[src/rtl/seq_normalizer.sv]
// seq_normalizer: left-normalizes a 16-bit operand and reports the shift count and a zero flag.
// Optional macro NORM_FAST_EN: SCAN may shift 4, 2 or 1 bits per cycle instead of exactly 1.
module seq_normalizer (
  input  logic        clk,
  input  logic        rst_n,
  input  logic        start,
  input  logic [15:0] In,
  output logic        busy,
  output logic        done,
  output logic [15:0] Out,
  output logic [3:0]  Cnt,
  output logic        zero
);

  localparam logic [1:0] ST_IDLE = 2'd0;
  localparam logic [1:0] ST_SCAN = 2'd1;
  localparam logic [1:0] ST_DONE = 2'd2;

  logic [1:0]  r_state;
  logic [15:0] r_work;
  logic [3:0]  r_cnt;
  logic        r_busy;
  logic        r_done;
  logic [15:0] r_out;
  logic [3:0]  r_cnt_out;
  logic        r_zero;

  logic        w_scan_end;
  logic [1:0]  w_state_nxt;
  logic [15:0] w_work_nxt;
  logic [3:0]  w_cnt_nxt;
  logic [15:0] w_work_shift;
  logic [3:0]  w_cnt_shift;

  assign w_scan_end = r_work[15] || (r_work == 16'h0000);

`ifdef NORM_FAST_EN
  // Widest shift that cannot push a set bit past bit 15
  always_comb begin
    w_work_shift = {r_work[14:0], 1'b0};
    w_cnt_shift  = r_cnt + 4'd1;
    if ((r_work[15:12] == 4'b0000) && (r_work != 16'h0000)) begin
      w_work_shift = {r_work[11:0], 4'b0000};
      w_cnt_shift  = r_cnt + 4'd4;
    end else if (r_work[15:14] == 2'b00) begin
      w_work_shift = {r_work[13:0], 2'b00};
      w_cnt_shift  = r_cnt + 4'd2;
    end else begin
      w_work_shift = {r_work[14:0], 1'b0};
      w_cnt_shift  = r_cnt + 4'd1;
    end
  end
`else
  assign w_work_shift = {r_work[14:0], 1'b0};
  assign w_cnt_shift  = r_cnt + 4'd1;
`endif

  // Next-state logic; start is only honoured outside SCAN
  always_comb begin
    w_state_nxt = r_state;
    w_work_nxt  = r_work;
    w_cnt_nxt   = r_cnt;
    case (r_state)
      ST_IDLE, ST_DONE: begin
        if (start) begin
          w_state_nxt = ST_SCAN;
          w_work_nxt  = In;
          w_cnt_nxt   = 4'd0;
        end else begin
          w_state_nxt = ST_IDLE;
        end
      end
      ST_SCAN: begin
        if (w_scan_end) begin
          w_state_nxt = ST_DONE;
        end else begin
          w_work_nxt = w_work_shift;
          w_cnt_nxt  = w_cnt_shift;
        end
      end
      default: begin
        w_state_nxt = ST_IDLE;
        w_work_nxt  = 16'h0000;
        w_cnt_nxt   = 4'd0;
      end
    endcase
  end

  // State, datapath and registered outputs; results only change on DONE entry
  always_ff @(posedge clk or negedge rst_n) begin
    if (!rst_n) begin
      r_state   <= ST_IDLE;
      r_work    <= 16'h0000;
      r_cnt     <= 4'd0;
      r_busy    <= 1'b0;
      r_done    <= 1'b0;
      r_out     <= 16'h0000;
      r_cnt_out <= 4'd0;
      r_zero    <= 1'b0;
    end else begin
      r_state <= w_state_nxt;
      r_work  <= w_work_nxt;
      r_cnt   <= w_cnt_nxt;
      r_busy  <= (w_state_nxt == ST_SCAN);
      r_done  <= (w_state_nxt == ST_DONE);
      if ((r_state == ST_SCAN) && w_scan_end) begin
        r_out     <= r_work;
        r_cnt_out <= r_cnt;
        r_zero    <= (r_work == 16'h0000);
      end
    end
  end

  assign busy = r_busy;
  assign done = r_done;
  assign Out  = r_out;
  assign Cnt  = r_cnt_out;
  assign zero = r_zero;

endmodule

[config.mk]
export PLATFORM = sky130hd
export DESIGN_NAME = seq_normalizer
export DESIGN_NICKNAME = d
export VERILOG_FILES = /design/src/rtl/seq_normalizer.sv
export SDC_FILE = /design/constraint.sdc
export NUM_CORES = 1
export LEC_CHECK = 0
export BUFFER_PORTS_ARGS = -buffer_cell sky130_fd_sc_hd__buf_4
export CAP_MARGIN = 20
export CORE_MARGIN = 2
export CORE_UTILIZATION = 55
export DETAILED_ROUTE_END_ITERATION = 6
export PLACE_DENSITY = 0.8
export SYNTH_ARGS = -nofsm -noshare
export SYNTH_HDL_FRONTEND = slang
export SYNTH_SLANG_ARGS = --single-unit
export TNS_END_PERCENT = 50
[constraint.sdc]
create_clock -name clk -period 5.8 [get_ports clk]
set_input_delay 0 -clock clk [delete_from_list [all_inputs] [get_ports clk]]
set_output_delay 0 -clock clk [all_outputs]
set_load 0.005 [all_outputs]
==> flow_summary.toml, run 1 <==
[placement]
io_buffers = 41
dpl_worst_slack_ns = 3.067
dp_hpwl_um = 2883
gp_congestion = 0.8282
placed_area_um2 = 2322

[setup_path]
r2r-end = "Out[9]$_DFFE_PN0P_"
crit_type = "flop to flop"
cp-startpoint = "r_work[10]$_DFFE_PN0P_"
crit_family = "simple AND/OR/NAND/NOR gates"
crit_end = "Out[9]$_DFFE_PN0P_"
crit_slowest_cell = "nor4_1"
reg2reg_from = "r_work[10]$_DFFE_PN0P_"
cp_cell_sequence = "nor4_1, a41oi_1, buf_4, nor2_2, buf_6, mux2_2"
cp.required_ns = 6.05
path_max_fanout = 15
cp_num_buf_inv = 2
slowest_delay_ns = 0.54
path_depth = 6
arrival_ns = 2.85
rr_worst_depth = 6
r2r_slack_ns = 3.20
critPathLaunchType = "flop"
worstSetupEndpointType = "flop"

[clocking]
root_buffer = "clkbuf_4"
cts-buffers-inserted = 5
cts_hold_buf = 10
post_cts_buffers = 0
cts_resized = 0
htree_levels = 2
clk_path_buf_depth = 2
clk_pin_slew_ns = 0.11
tritoncts = "built"
clk_latency_ns = 0.36
cts.sinks = 45

[layout]
num_antenna_cells = 0
nets = 229
final_area_um2 = 2482
syn2layout_area_growth_pct = 24.31
layout-drive-gt1-share = 0.3286

[floorplan]
core-area_um2 = 3416
num_rows = 21
die_area_um2 = 4129
start_util = 0.5846
pin_count = 42
die_w_um = 64.26
die-height_um = 64.26

[sta]
fmax_mhz = 384.9
layout_setup_ws_ns = 3.202
grt_setup_unrepaired = "no"
worst_pin_slew_ns = 0.8266
fin_tns_setup_ns = 0
hold_viol = 1
finClkSkew_ns = 0.004893
period_needed_ns = 2.598
setup_viol = 0
holdWs_ns = -0.002429
max_slew_margin = 0.4490
period_share = 0.4480
drv_slew = 0

[synthesis]
syn-num-nets = 178
syn_area_um2 = 1997
synth_warnings = 0
synth-seq-cells = 45
synth_cell_types = 33
synth_cells = 158
seq_area_frac_synth = 0.5639
syn_area_per_cell_um2 = 12.64

[route]
ant_nets = 0
drt_iter0_drc = 90
wl_per_cell_um = 16.98
totalWireLength_um = 4347
vias_per_cell = 5.727
drc = 0
first_pass_iters = 4
vias = 1466

[global_routing]
gr-total-overflow = 0
antenna_found_initial = 0
grt_pass1_vias = 1516
grt_pass1_wl_um = 7134
track_usage = 0.2282
grt_max_degree = 46

[pwr]
ir_drop_v = 0.0002941
clkPwrFrac = 0.106
comb_power_share = 0.456
switching_power_mw = 0.4738
p_per_area_nw_per_um2 = 519.3
cellLeakagePower_nw = 1.217
seq_power_share = 0.438
p_int_mw = 0.8154
p_sw_frac = 0.3675

[status]
outcome = "finished, violations left"
violations = "negative hold slack"

[min_path]
min_path_type = "primary input to flop"

[run]
maxCapViolations = 0
[cell usage after synthesis]
cell / count / area (µm²)
dfrtp_1: 45 / 1126
a22o_1: 13 / 113.9
inv_1: 11 / 41.29
mux2_1: 10 / 112.6
mux2_4: 10 / 150.1
mux2_2: 7 / 78.83
nand2_1: 7 / 26.28
o22ai_1: 7 / 43.79
nor2_1: 6 / 22.52
clkbuf_1: 5 / 18.77
o21ai_0: 5 / 25.02
a21oi_1: 4 / 20.02
nor4_1: 3 / 18.77
a32o_1: 2 / 20.02
buf_2: 2 / 10.01
buf_6: 2 / 22.52
mux2i_1: 2 / 20.02
nor3_1: 2 / 10.01
a211o_1: 1 / 8.760
a21o_1: 1 / 7.510
a21oi_2: 1 / 8.760
a31o_2: 1 / 8.760
a41o_1: 1 / 10.01
a41oi_1: 1 / 8.760
and3_1: 1 / 6.260
and4_1: 1 / 8.760
buf_1: 1 / 3.750
ha_1: 1 / 12.51
nand2b_1: 1 / 6.260
nand3_1: 1 / 5.000
nor2_2: 1 / 6.260
nor2b_1: 1 / 6.260
nor4b_1: 1 / 8.760
[state kept, by name (all words and copies together), names as in the netlist]
register and flops:
Out 16, r_work 16, Cnt 4, r_cnt 4, r_state 2, busy 1
done 1, zero 1
[placed cells by master (no fill, tap or decap), types with 2 or more instances in the layout]
master,count
nor2_1,6
dlygate4sd3_1,10
clkbuf_1,3
o22ai_1,7
mux2_4,10
buf_4,43
dfrtp_1,45
a32o_1,2
nor3_1,2
o21ai_0,5
mux2_1,10
a22o_1,13
clkbuf_4,5
mux2i_1,2
mux2_2,7
nor4_1,3
a21oi_1,4
nand2_1,7
inv_1,11
[final cells by class]
cell class	instances	area [µm²]
tap	46	57.56
inverter	11	41.29
fill	240	933.4
timing repair buffer	54	434.2
clock buffer	8	48.80
multi-input combinational	92	774.5
sequential	45	1126
[layer usage]
layer / wire length, µm / GRT usage / up-vias
met2: 2177 / 0.3711 / 54
met4: 86 / 0.07979 / 0
met3: 289 / 0.07218 / 11
met1: 1794 / 0.2881 / 726
li1: - / - / 675
met5: 0 / 0 / -
[tightest hold or removal path, stage by stage]
cell,delay [ns]
buf_4,0.08
a22o_1,0.13
mux2_1,0.12
[power groups by stage]
stage	clock (mW)	combinational, mW	sequential [mW]
after floorplan	0	0.401	0.534
after global placement	0	0.546	0.554
after detailed placement	0	0.569	0.567
after CTS	0.142	0.579	0.560
after global routing	0.156	0.638	0.580
final	0.137	0.588	0.564
[how the worst min path moves through the flow]
stage | to | start | cells past startpoint | slack, ns
2_1_floorplan | Cnt[0]$_DFFE_PN0P_ | rst_n | 0 | -0.30
3_3_place_gp | Cnt[1]$_DFFE_PN0P_ | rst_n | 1 | 0.02
3_5_place_dp | Cnt[3]$_DFFE_PN0P_ | rst_n | 1 | 0.02
4_1_cts | r_work[3]$_DFFE_PN0P_ | In[3] | 3 | 0.0005
5_1_grt | r_work[3]$_DFFE_PN0P_ | In[3] | 3 | 0.007
6_report | r_work[3]$_DFFE_PN0P_ | In[3] | 3 | -0.002
[logic make-up (layout without fill, tap and decap cells)]
family,after synthesis,after routing,synth area share
flip-flops,45,45,0.5639
AO/OA/AOI/OAI,37,37,0.1378
multiplexers,29,29,0.1811
AND/OR/NAND/NOR,25,25,0.06267
buffers and inverters,21,73,0.04824
adder cells (fa/ha/maj),1,1,0.006265
[per-stage QoR]
| step | utilization | total power [mW] | cells |
|---|---|---|---|
| floorplan | - | 0.9347 | 158 |
| global placement | 0.6799 | 1.100 | 237 |
| detailed placement | 0.6799 | 1.136 | 237 |
| CTS | 0.7234 | 1.281 | 255 |
| global route | 0.7267 | 1.375 | 256 |
| finish | 0.7267 | 1.289 | 256 |
No activity file was read; power rests on OpenSTA's default activity.
==> run 2, diff against run 1 <==
--- a/config.mk
+++ b/config.mk
@@ -5,12 +5,13 @@
 export SDC_FILE = /design/constraint.sdc
 export NUM_CORES = 1
 export LEC_CHECK = 0
+export ABC_AREA = 1
 export BUFFER_PORTS_ARGS = -buffer_cell sky130_fd_sc_hd__buf_4
 export CAP_MARGIN = 20
 export CORE_MARGIN = 2
-export CORE_UTILIZATION = 55
+export CORE_UTILIZATION = 54
 export DETAILED_ROUTE_END_ITERATION = 6
-export PLACE_DENSITY = 0.8
+export PLACE_DENSITY = 0.79
 export SYNTH_ARGS = -nofsm -noshare
 export SYNTH_HDL_FRONTEND = slang
 export SYNTH_SLANG_ARGS = --single-unit
==> constraint.sdc (replaced) <==
create_clock -name clk -period 2.4 [get_ports clk]
set_input_delay 0 -clock clk [delete_from_list [all_inputs] [get_ports clk]]
set_output_delay 0 -clock clk [all_outputs]
set_load 0.005 [all_outputs]
==> flow_summary.toml, run 2 <==
[floorplan]
pin_count = 42
die_area_um2 = 4380
die-height_um = 66.19
num_rows = 22
core-area_um2 = 3689
start_util = 0.5661
die_w_um = 66.19

[setup_path]
cp-startpoint = "r_work[3]$_DFFE_PN0P_"
critPathLaunchType = "flop"
cp.required_ns = 2.65
path_depth = 9
crit_family = "simple AND/OR/NAND/NOR gates"
rr_worst_depth = 9
slowest_delay_ns = 0.48
r2r_slack_ns = 0.71
cp_num_buf_inv = 0
crit_end = "r_cnt[3]$_DFFE_PN0P_"
crit_slowest_cell = "nand2_1"
reg2reg_from = "r_work[3]$_DFFE_PN0P_"
path_max_fanout = 20
arrival_ns = 1.94
crit_type = "flop to flop"
cp_cell_sequence = "nor2_1, nand2_1, nor2_2, nand2_1, nand2_1, nand2_2, nand2_1, nand2_1, nand2_1"
cpMostUsedCell = "nand2_1"
r2r-end = "r_cnt[3]$_DFFE_PN0P_"
worstSetupEndpointType = "flop"

[synthesis]
synth-edff-count = 0
muxShareOfSynthArea = 0
yosysMostFrequentCell = "nand2_1"
syn_area_per_cell_um2 = 8.320
synth-compound-area-share = 0.09047
syn-num-nets = 271
seq_area_frac_synth = 0.5392
synth-simple-area-share = 0.2672
synth_xor_xnor_area_share = 0.008388
yosysTopAreaCellShare = 0.5392
synth_cell_types = 20
synthAdderAreaFrac = 0.005992
synthTopCellsByCount = "93 x nand2_1, 45 x dfrtp_1, 24 x o21ai_0"
synth-seq-cells = 45
synth_area_leaders = "dfrtp_1 54%, nand2_1 17%, o21ai_0 5.8%, inv_1 4.1%, nand3_1 4.1%"
syn_area_um2 = 2088
async_flop_share = 1.000
synthFlopType = "dfrtp_1"
synth_cells = 251
synth_largest_area_cell = "dfrtp_1"
synth_top_family_by_area = "simple AND/OR/NAND/NOR gates"
synth_warnings = 0

[sta]
worst_pin_slew_ns = 0.6417
max_slew_margin = 0.5711
fin_tns_setup_ns = 0
period_share = 0.7062
hold_viol = 0
drv_slew = 0
setup_viol = 0
fmax_mhz = 590.0
grt_setup_unrepaired = "no"
period_needed_ns = 1.695
layout_setup_ws_ns = 0.7051
finClkSkew_ns = 0.004767

[route]
vias = 1679
drt_iter0_drc = 124
totalWireLength_um = 4168
drc = 0
first_pass_iters = 4
ant_nets = 0
wl_per_cell_um = 12.22
vias_per_cell = 4.924

[status]
outcome = "completed"

[placement]
gp_congestion = 0.7403
dpl_worst_slack_ns = 0.7439
dp_hpwl_um = 2722
placed_area_um2 = 2391
io_buffers = 41
dp.cells = 331

[layout]
final_common_cell = "nand2_1"
most-common-layout-cells = "93 x nand2_1, 45 x dfrtp_1, 45 x buf_4"
multiInputGateArea_um2 = 777.0
syn2layout_area_growth_pct = 19.83
final_area_um2 = 2502
fillers = 319
stdcell_count = 341
num_antenna_cells = 0
nets = 312
regArea_um2 = 1126
layout-drive-gt1-share = 0.2287

[global_routing]
grt_pass1_wl_um = 7031
track_usage = 0.2156
antenna_found_initial = 0
gr-total-overflow = 0
grt_max_degree = 57
grt_pass1_vias = 1589

[pwr]
ir_drop_v = 0.0007156
cellLeakagePower_nw = 1.348
power_mw = 3.070
p_per_area_nw_per_um2 = 1227

[clocking]
cts-buffers-inserted = 5
cts.sinks = 45
htree_levels = 2
root_buffer = "clkbuf_8"
clk_latency_ns = 0.30
clk_path_buf_depth = 2
clk_pin_slew_ns = 0.09
tritoncts = "built"

[min_path]
min_from = "In[0]"
hold_path_depth = 5
min_path_type = "primary input to flop"

[run]
maxCapViolations = 0
-- run 2: per-layer routing --
layer / vias up / global-route usage / share of wire
li1: 864 / - / -
met1: 780 / 0.2820 / 0.47
met2: 31 / 0.3463 / 0.48
met3: 4 / 0.06133 / 0.035
met4: 0 / 0.06888 / 0.011
met5: - / 0 / 0
-- run 2: worst reg2reg max path: cells and delay by family (launching register included) --
kind	cells	cell delay (ns)
flip-flops	1	0.41
AND/OR/NAND/NOR	9	1.23
-- run 2: logic make-up (layout without fill, tap and decap cells) --
family	after synthesis	count (layout)
AND/OR/NAND/NOR	132	132
flip-flops	45	45
buffers and inverters	37	79
AO/OA/AOI/OAI	34	34
XOR/XNOR	2	2
adder cells (fa/ha/maj)	1	1
-- run 2: worst min-delay path by stage --
| stage | end |
|---|---|
| after floorplan | Cnt[0]$_DFFE_PN0P_ |
| after global placement | Out[0]$_DFFE_PN0P_ |
| after detailed placement | Out[0]$_DFFE_PN0P_ |
| after CTS | r_work[0]$_DFFE_PN0P_ |
| after global routing | r_work[9]$_DFFE_PN0P_ |
| final | r_work[0]$_DFFE_PN0P_ |
-- run 2: stage by stage --
stage / hold WS [ns] / utilization
floorplan: -0.2956 / -
global placement: 0.03168 / 0.6482
detailed placement: 0.03336 / 0.6482
CTS: 0.01791 / 0.6784
global route: 0.04518 / 0.6784
finish: 0.02606 / 0.6784
-- run 2: area by class of cell --
cell class	count	share of cell area
Clock buffer	5	0.02750
Inverter	24	0.03600
Timing Repair Buffer	47	0.1430
Tap cell	48	0.02400
Clock inverter	3	0.009000
Sequential cell	45	0.4500
Multi-Input combinational cell	169	0.3105
-- run 2: repair_timing --
action | CTS | global route
setup endpoints to repair | 0 | 0
hold buffers | 2 | 0
setup buffers | 0 | 0
endpoints found under the hold margin | 46 | 0
resized for setup | 0 | 0
-- run 2: power by group --
part	switching, mW	internal [mW]
logic	0.791	0.541
registers	0.205	1.06
clock network	0.269	0.204
total	1.27	1.80
==> run 3, diff against run 2 <==
--- a/config.mk
+++ b/config.mk
@@ -9,9 +9,9 @@
 export BUFFER_PORTS_ARGS = -buffer_cell sky130_fd_sc_hd__buf_4
 export CAP_MARGIN = 20
 export CORE_MARGIN = 2
-export CORE_UTILIZATION = 54
+export CORE_UTILIZATION = 49
 export DETAILED_ROUTE_END_ITERATION = 6
-export PLACE_DENSITY = 0.79
+export PLACE_DENSITY = 0.75
 export SYNTH_ARGS = -nofsm -noshare
 export SYNTH_HDL_FRONTEND = slang
 export SYNTH_SLANG_ARGS = --single-unit
==> constraint.sdc (replaced) <==
create_clock -name clk -period 1.4 [get_ports clk]
set_input_delay 0 -clock clk [delete_from_list [all_inputs] [get_ports clk]]
set_output_delay 0 -clock clk [all_outputs]
set_load 0.005 [all_outputs]
==> flow_summary.toml, run 3 (synthesis gave the netlist of run 2 again) <==
[layout]
num_antenna_cells = 0
most-common-layout-cells = "81 x nand2_1, 63 x buf_4, 45 x dfrtp_1"
syn2layout_area_growth_pct = 38.29
final_area_um2 = 2888
fillers = 309
regArea_um2 = 1126
final_common_cell = "nand2_1"
multiInputGateArea_um2 = 853.3
nets = 338
layout-drive-gt1-share = 0.3542

[floorplan]
num_rows = 23
start_util = 0.5146
die_w_um = 69.28
die_area_um2 = 4800
pin_count = 42
die-height_um = 69.28
core-area_um2 = 4058

[status]
violations = "negative setup slack"
outcome = "finished, violations left"

[pwr]
switching_power_mw = 2.526
comb_power_share = 0.505
ir_drop_v = 0.001342
cellLeakagePower_nw = 1.543
p_per_area_nw_per_um2 = 2241
p_sw_frac = 0.3904
clkPwrFrac = 0.160
p_int_mw = 3.945
seq_power_share = 0.335

[global_routing]
grt_max_degree = 46
grt_pass1_wl_um = 8314
grt_pass1_vias = 1868
track_usage = 0.2147
gr-total-overflow = 0
antenna_found_initial = 0

[sta]
period_needed_ns = 1.481
finClkSkew_ns = 0.009196
drv_slew = 0
worst_pin_slew_ns = 0.5643
period_share = 1.058
grt_setup_unrepaired = "yes"
holdWs_ns = 0.004498
setup_viol = 39
layout_setup_ws_ns = -0.08106
fmax_mhz = 675.2
max_slew_margin = 0.6238
hold_viol = 0

[route]
drt_iter0_drc = 144
ant_nets = 0
wl_per_cell_um = 13.57
first_pass_iters = 4
totalWireLength_um = 5006
vias_per_cell = 5.106
drc = 0
vias = 1884

[setup_path]
cp.required_ns = 1.65
arrival_ns = 1.73
path_max_fanout = 6
rr_worst_depth = 10
worstSetupEndpointType = "flop"
crit_type = "flop to flop"
critPathLaunchType = "flop"

[placement]
gp_congestion = 0.8825
dp_hpwl_um = 3189
placed_area_um2 = 2554
io_buffers = 41

[clocking]
clk_latency_ns = 0.30
cts.sinks = 45
root_buffer = "clkbuf_8"
htree_levels = 2
clk_path_buf_depth = 2
cts-buffers-inserted = 5
clk_pin_slew_ns = 0.09
tritoncts = "built"

[min_path]
min_path_type = "primary input to flop"
hold_path_depth = 3

[run]
maxCapViolations = 0
==> run 3: changes by cell type in the layout (fill, tap and decap cells not counted), moves of 3 or more <==
cell     before  now
nand2_1      93   81
o21ai_0      24   19
o21ai_1       5    8
buf_4        45   63
nand2_2       1   10
buf_6         0    4
==> run 3: repair_timing <==
action | CTS | global route
hold endpoints to repair | 45 | 0
setup endpoints to repair | 39 | 41
cloned | 0 | 3
buffers inserted | 4 | 2
pin swaps | 2 | 0
hold buffers | 1 | 0
gates resized for setup | 8 | 28
==> run 3: critical path, cell delays in order (launching register included) <==
cell and delay [ns]:
dfrtp_1 0.40, nor2_1 0.13, nand2_1 0.08, nor2_2 0.14
nand2_2 0.10, nand2_4 0.09, nand2_8 0.10, nand2_4 0.11
buf_2 0.15, nand2_1 0.06, nand2_1 0.05
==> run 3: metal layers <==
metal	up-vias	global-route usage	share of wire
met5	-	0	0
met4	0	0.06754	0.016
met1	904	0.2738	0.44
met2	53	0.3590	0.49
li1	919	-	-
met3	8	0.05523	0.053
==> run 3: area by class of cell <==
class | instances | share of cell area
Inverter | 24 | 0.03553
Tap cell | 50 | 0.02166
Clock buffer | 6 | 0.02860
Clock inverter | 2 | 0.01300
Multi-Input combinational cell | 169 | 0.2955
Sequential cell | 45 | 0.3899
Timing Repair Buffer | 73 | 0.2158
==> run 3: metrics by stage <==
stage | std cells | utilization | power, mW | TNS, ns | setup WS, ns
5_1_grt | 369 | 0.7117 | 6.951 | -4.917 | -0.1503
3_3_place_gp | 351 | 0.6294 | 4.850 | 0 | 0.01814
2_1_floorplan | 251 | - | 3.759 | 0 | 0.09160
4_1_cts | 364 | 0.6747 | 6.104 | -0.001011 | -0.001011
3_5_place_dp | 351 | 0.6294 | 4.923 | -0.7425 | -0.05721
6_report | 369 | 0.7117 | 6.472 | -1.944 | -0.08106
==> run 3: final timing paths <==
check	from	end	slack [ns]
setup / recovery	r_work[13]$_DFFE_PN0P_	r_work[9]$_DFFE_PN0P_	-0.08
hold / removal	start	busy$_DFF_PN0_	0.004
setup reg to reg	r_work[13]$_DFFE_PN0P_	r_work[9]$_DFFE_PN0P_	-0.08
hold reg to reg	Cnt[0]$_DFFE_PN0P_	Cnt[0]$_DFFE_PN0P_	0.49
max in group asynchronous	rst_n	r_cnt[1]$_DFFE_PN0P_	0.79
min in group asynchronous	rst_n	Out[0]$_DFFE_PN0P_	0.22
==> run 3: power by group through the flow <==
stage                     clock (mW)  sequential (mW)  combinational (mW)
after floorplan                    0             2.14                1.62
after global placement             0             2.15                2.70
after detailed placement           0             2.17                2.76
after CTS                       1.04             2.14                2.93
after global routing            1.09             2.24                3.62
final                           1.03             2.17                3.27
